===== config.mk =====
export PLATFORM = sky130hd
export DESIGN_NAME = cam_capture_rgb332
export DESIGN_NICKNAME = d
export VERILOG_FILES = /design/src/rtl/cam_pkg.sv /design/src/rtl/cam_pixel_counter.sv /design/src/rtl/cam_capture_rgb332.sv
export SDC_FILE = /design/constraint.sdc
export NUM_CORES = 1
export LEC_CHECK = 0
export ABC_AREA = 1
export CAP_MARGIN = 10
export CORE_ASPECT_RATIO = 1.75
export CORE_MARGIN = 1.5
export CORE_UTILIZATION = 38
export DETAILED_ROUTE_END_ITERATION = 16
export PLACE_DENSITY_LB_ADDON = 0.3
export SYNTH_ARGS = -nofsm -noshare
export SYNTH_HDL_FRONTEND = slang
export SYNTH_SLANG_ARGS = --single-unit

===== constraint.sdc =====
create_clock -name clk -period 6.3 [get_ports clk]
set_clock_uncertainty 0.15 [all_clocks]
set_input_delay 1.26 -clock clk [delete_from_list [all_inputs] [get_ports clk]]
set_output_delay 1.26 -clock clk [all_outputs]
set_load 0.01 [all_outputs]

===== src/rtl/cam_pkg.sv =====
// Shared definitions for the camera capture path: default image geometry,
// capture state encoding and the RGB565 -> RGB332 packing function.
`timescale 1ns/1ps

package cam_pkg;

   localparam int IMG_W_DEF = 160;
   localparam int IMG_H_DEF = 120;

   typedef enum logic [1:0] {
      ST_IDLE       = 2'd0,
      ST_WAIT_FRAME = 2'd1,
      ST_BYTE1      = 2'd2,
      ST_BYTE2      = 2'd3
   } cam_state_e;

   // Keep the top bits of each colour field: R5->R3, G6->G3, B5->B2.
   function automatic logic [7:0] rgb565_to_332(input logic [7:0] hi,
                                                input logic [7:0] lo);
      return {hi[7:5], hi[2:0], lo[4:3]};
   endfunction

endpackage


===== src/rtl/cam_pixel_counter.sv =====
// Column/row counters with incremental frame buffer addressing.
// Ports: clear (frame start), pixel_tick (one packed pixel), line_end
// (href falling edge) -> addr (row*IMG_W+col), in_win (pixel is stored).
`timescale 1ns/1ps

module cam_pixel_counter
   import cam_pkg::*;
#(
   parameter int AW    = 15,
   parameter int IMG_W = IMG_W_DEF,
   parameter int IMG_H = IMG_H_DEF,
   parameter int CW    = 12
) (
   input  logic          clk,
   input  logic          rst,
   input  logic          clear,
   input  logic          pixel_tick,
   input  logic          line_end,
   output logic [AW-1:0] addr,
   output logic          in_win
);

   localparam logic [CW-1:0] W_C = CW'(IMG_W);
   localparam logic [CW-1:0] H_C = CW'(IMG_H);
   localparam logic [AW-1:0] W_A = AW'(IMG_W);

   logic [CW-1:0] col_q, col_d;
   logic [CW-1:0] row_q, row_d;
   logic [AW-1:0] base_q, base_d;
   logic [AW-1:0] addr_q, addr_d;

   assign in_win = (col_q < W_C) && (row_q < H_C);
   assign addr   = addr_q;

   // base_q tracks row*IMG_W so a new line starts without a multiply.
   // Rows saturate at IMG_H so the base never runs past the window.
   always_comb begin
      col_d  = col_q;
      row_d  = row_q;
      base_d = base_q;
      addr_d = addr_q;
      if (clear) begin
         col_d  = '0;
         row_d  = '0;
         base_d = '0;
         addr_d = '0;
      end else if (line_end) begin
         col_d = '0;
         if (row_q < H_C) begin
            row_d  = row_q + 1'b1;
            base_d = base_q + W_A;
            addr_d = base_q + W_A;
         end
      end else if (pixel_tick) begin
         if (col_q != '1) begin
            col_d = col_q + 1'b1;
         end
         if (in_win) begin
            addr_d = addr_q + 1'b1;
         end
      end
   end

   always_ff @(posedge clk or posedge rst) begin
      if (rst) begin
         col_q  <= '0;
         row_q  <= '0;
         base_q <= '0;
         addr_q <= '0;
      end else begin
         col_q  <= col_d;
         row_q  <= row_d;
         base_q <= base_d;
         addr_q <= addr_d;
      end
   end

endmodule


===== src/rtl/cam_capture_rgb332.sv =====
// OV7670-style capture: two RGB565 bytes per pixel packed to RGB332 and
// written to the frame buffer (addr/data/regwrite), one frame per init.
// Status: busy while capturing, done sticky until the next accepted init.
`timescale 1ns/1ps

module cam_capture_rgb332
   import cam_pkg::*;
#(
   parameter int AW    = 15,
   parameter int DW    = 8,
   parameter int IMG_W = IMG_W_DEF,
   parameter int IMG_H = IMG_H_DEF
) (
   input  logic          clk,
   input  logic          rst,
   input  logic          init,
   input  logic          vsync,
   input  logic          href,
   input  logic [7:0]    px_data,
   output logic [AW-1:0] addr,
   output logic [DW-1:0] data,
   output logic          regwrite,
   output logic          busy,
   output logic          done
);

   cam_state_e    state_q, state_d;
   logic          vsync_q;
   logic          href_q;
   logic [7:0]    hi_q, hi_d;
   logic [AW-1:0] addr_q, addr_d;
   logic [DW-1:0] data_q, data_d;
   logic          regwrite_q, regwrite_d;
   logic          busy_q, busy_d;
   logic          done_q, done_d;

   logic          cnt_clear;
   logic          cnt_tick;
   logic          cnt_line_end;
   logic [AW-1:0] cnt_addr;
   logic          cnt_in_win;

   logic          vs_fall;
   logic          vs_rise;
   logic          hr_fall;

   assign vs_fall = vsync_q & ~vsync;
   assign vs_rise = ~vsync_q & vsync;
   assign hr_fall = href_q & ~href;

   cam_pixel_counter #(
      .AW    (AW),
      .IMG_W (IMG_W),
      .IMG_H (IMG_H)
   ) u_cnt (
      .clk        (clk),
      .rst        (rst),
      .clear      (cnt_clear),
      .pixel_tick (cnt_tick),
      .line_end   (cnt_line_end),
      .addr       (cnt_addr),
      .in_win     (cnt_in_win)
   );

   always_comb begin
      state_d      = state_q;
      hi_d         = hi_q;
      addr_d       = addr_q;
      data_d       = data_q;
      regwrite_d   = 1'b0;
      done_d       = done_q;
      cnt_clear    = 1'b0;
      cnt_tick     = 1'b0;
      cnt_line_end = 1'b0;
      unique case (state_q)
         ST_IDLE: begin
            if (init) begin
               state_d = ST_WAIT_FRAME;
               done_d  = 1'b0;
            end
         end
         ST_WAIT_FRAME: begin
            if (vs_fall) begin
               state_d   = ST_BYTE1;
               cnt_clear = 1'b1;
               addr_d    = '0;
            end
         end
         ST_BYTE1, ST_BYTE2: begin
            // Frame end wins over line end and any pending hi byte.
            if (vs_rise) begin
               state_d = ST_IDLE;
               done_d  = 1'b1;
            end else begin
               cnt_line_end = hr_fall;
               if (state_q == ST_BYTE1) begin
                  if (href) begin
                     hi_d    = px_data;
                     state_d = ST_BYTE2;
                  end
               end else begin
                  state_d = ST_BYTE1;
                  if (href) begin
                     cnt_tick   = 1'b1;
                     regwrite_d = cnt_in_win;
                     if (cnt_in_win) begin
                        addr_d = cnt_addr;
                        data_d = DW'(rgb565_to_332(hi_q, px_data));
                     end
                  end
               end
            end
         end
      endcase
      busy_d = (state_d != ST_IDLE);
   end

   always_ff @(posedge clk or posedge rst) begin
      if (rst) begin
         state_q    <= ST_IDLE;
         vsync_q    <= 1'b0;
         href_q     <= 1'b0;
         hi_q       <= '0;
         addr_q     <= '0;
         data_q     <= '0;
         regwrite_q <= 1'b0;
         busy_q     <= 1'b0;
         done_q     <= 1'b0;
      end else begin
         state_q    <= state_d;
         vsync_q    <= vsync;
         href_q     <= href;
         hi_q       <= hi_d;
         addr_q     <= addr_d;
         data_q     <= data_d;
         regwrite_q <= regwrite_d;
         busy_q     <= busy_d;
         done_q     <= done_d;
      end
   end

   assign addr     = addr_q;
   assign data     = data_q;
   assign regwrite = regwrite_q;
   assign busy     = busy_q;
   assign done     = done_q;

endmodule


==> flow_metrics.env <==
export IMPL_outcome="finished, final reports clean"
export IMPL_wl_met3_um=325
export IMPL_avgRoutedWirePerCell_um=13.1
export IMPL_dpl_cell_count=706
export IMPL_holdWs_ns=0.315
export IMPL_dr_pass1_iters=5
export IMPL_multiInputGateArea_um2=1940
export IMPL_slew_headroom_pct=37.0
export IMPL_final_cells=722
export IMPL_netlist_area_leader_share_pct=48.6
export IMPL_worstPathRequired_ns=6.41
export IMPL_cellInternalPower_mw=1.31
export IMPL_fin_crit_ns=2.96
export IMPL_start_util_pct=39.2
export IMPL_synth_area_top_cells="dfrtp_1 49%, nand2_1 16%, nand3_1 4.9%, nor2_1 4.2%, inv_1 3.9%"
export IMPL_p_leak_nw=2.42
export IMPL_cts_max_level=3
export IMPL_cts_buffer_depth=2
export IMPL_critPathBufInv=2
export IMPL_max_slew_worst_pin_slew_ns=0.944
export IMPL_ys_warn_count=0
export IMPL_yosys_register_bits=85
export IMPL_antenna_cells=0
export IMPL_path_cells="clkdlybuf4s50_1 > inv_2 > nand2_1 > nor2_8 > nand2_2 > nand2_2 > nand3_1 > a21oi_1"
export IMPL_rsz0062_at_grt="false"
export IMPL_p_sw_mw=0.707
export IMPL_p_comb_share_pct=29.8
export IMPL_end_kind="register"
export IMPL_pin_count=39
export IMPL_wl_um=9420
export IMPL_numCtsBuffers=9
export IMPL_fp_dieH_um=145
export IMPL_nets=602
export IMPL_num_rows=51
export IMPL_grt_pass1_vias=3619
export IMPL_syn_area_per_cell_um2=7.98
export IMPL_die_w_um=84.2
export IMPL_power_per_cell_area_nw_per_um2=392
export IMPL_r2r_setup_slack_ns=4.30
export IMPL_fin_area_um2=5160
export IMPL_peakVddDrop_uv=255
export IMPL_hold_viol=0
export IMPL_ant_nets=0
export IMPL_placed_area_um2=4830
export IMPL_grt_pass1_wl_um=16200
export IMPL_clock_latency_ns=0.34
export IMPL_synthArstFlopShare_pct=100
export IMPL_clkTransAtPathRegs_ns=0.06
export IMPL_n_fill_cell=1096
export IMPL_gp_congestion=0.865
export IMPL_total_power_mw=2.02
export IMPL_antenna_found_initial=0
export IMPL_tns_ns=0
export IMPL_globalRoute_totalOverflow=0
export IMPL_drt_initial_drc_count=167
export IMPL_port_buffers=38
export IMPL_final_seq_area_um2=2130
export IMPL_vias_per_cell=5.03
export IMPL_setup_violations=0
export IMPL_crit_type="primary input to register"
export IMPL_synth_flop_cell="dfrtp_1"
export IMPL_arrival_ns=3.07
export IMPL_drc=0
export IMPL_routed_top_layer="met4"
export IMPL_synth_seq_area_share_pct=48.6
export IMPL_cap_violations=0
export IMPL_area_growth_pct=17.8
export IMPL_synth_area_leader_cell="dfrtp_1"
export IMPL_slowest_delay_ns=0.51
export IMPL_switching_share_pct=35.0
export IMPL_root_buffer="clkbuf_16"
export IMPL_grt_max_degree=55
export IMPL_synth_edf_count=0
export IMPL_hpwl_um=6870
export IMPL_cts_sinks=85
export IMPL_cts_resized=0
export IMPL_yosysUniqueCellTypes=40
export IMPL_syn_area_um2=4380
export IMPL_crit_family="simple AND/OR/NAND/NOR gates"
export IMPL_hp_class="register to register"
export IMPL_final_common_cell="nand2_1"
export IMPL_drive_above_1_share_pct=9.49
export IMPL_dieArea_um2=12200
export IMPL_critPathMaxFanout=18
export IMPL_crit_slowest_cell="clkdlybuf4s50_1"
export IMPL_wl_met1_um=3790
export IMPL_fmax_mhz=338
export IMPL_utilization_pct=46.2
export IMPL_pre_cts_ws_ns=2.96
export IMPL_timing_final_ws_setup_ns=3.34
export IMPL_synthesis_instances=549
export IMPL_seqPwrFrac_pct=42.3
export IMPL_gr_usage_all_layers_pct=16.3
export IMPL_wl_met2_um=5160
export IMPL_power_frac_clock_pct=28.0
export IMPL_period_share_pct=46.9
export IMPL_crit_top_cell="nand2_2"
export IMPL_crit_path_start_kind="primary input"
export IMPL_synth_fp_nets=566
export IMPL_cts_hold_buf=0
export IMPL_drv_slew=0
export IMPL_core_area_um2=11200
export IMPL_final_cell_mix="187 x nand2_1, 85 x dfrtp_1, 49 x nor2_1, 45 x inv_1, 43 x nand3_1"
export IMPL_cts_tree="done"
export IMPL_cts_setup_buffers=0
export IMPL_num_vias=3631
## cell type report
class,count,share of cell area [%]
multi-input cells,394,37.6
well taps,132,3.20
flip-flops and latches,85,41.2
repair buffers,39,7.52
clock buffers,9,4.37
inverters,56,4.12
clock inverters,7,1.92
## state kept, by name (all words and copies together) (netlist names)
register / cells
vsync_q: 1
u_cnt.col_q: 12
done: 1
data: 8
hi_q: 6
u_cnt.row_q: 12
regwrite: 1
u_cnt.base_q: 10
addr: 15
href_q: 1
u_cnt.addr: 15
busy: 1
state_q: 2
## worst paths after layout
| check | start | cells past startpoint | endpoint |
|---|---|---|---|
| max | href | 8 | u_cnt.row_q[6] |
| min | hi_q[5] | 2 | data[5] |
| max reg2reg | u_cnt.row_q[8] | 7 | u_cnt.addr[0] |
| min reg2reg | hi_q[5] | 2 | data[5] |
| max in group asynchronous | rst | 3 | u_cnt.base_q[14] |
| min in group asynchronous | rst | 2 | hi_q[1] |
## synthesized netlist by cell type, types with 5 or more instances
| cell | instances |
|---|---|
| o21ai_1 | 8 |
| nand3_1 | 43 |
| o21ai_2 | 5 |
| nand4_1 | 11 |
| o21ai_0 | 24 |
| inv_2 | 9 |
| xor2_1 | 7 |
| dfrtp_1 | 85 |
| nor2_1 | 49 |
| inv_1 | 46 |
| a21oi_1 | 12 |
| buf_2 | 7 |
| nand2_1 | 187 |
## tightest hold or removal path: stages (launching register included)
cell	delay, ns
dfrtp_1	0.34
nand2_1	0.05
nand2_1	0.05
## cells by family (layout without fill, tap and decap cells)
group / Yosys count / in the layout / share of synthesized area [%]
buffers and inverters: 70 / 111 / 7.09
AO/OA/AOI/OAI: 63 / 63 / 8.57
adder cells (fa/ha/maj): 4 / 4 / 1.14
flip-flops: 85 / 85 / 48.6
AND/OR/NAND/NOR: 313 / 313 / 31.6
multiplexers: 4 / 4 / 1.03
XOR/XNOR: 10 / 10 / 2.00
## power by group through the flow
stage | logic (mW) | clock network (mW) | registers (mW)
final | 0.601 | 0.566 | 0.854
after detailed placement | 0.607 | 0 | 0.862
after floorplan | 0.413 | 0 | 0.847
after global routing | 0.682 | 0.602 | 0.879
after global placement | 0.591 | 0 | 0.854
after CTS | 0.610 | 0.584 | 0.853
## layer usage
layer	track usage [%]	vias to the layer above
met2	30.2	73
met4	6.48	0
met3	3.19	12
met5	0	-
met1	17.9	1715
li1	-	1831
No activity file was read; power rests on OpenSTA's default activity.
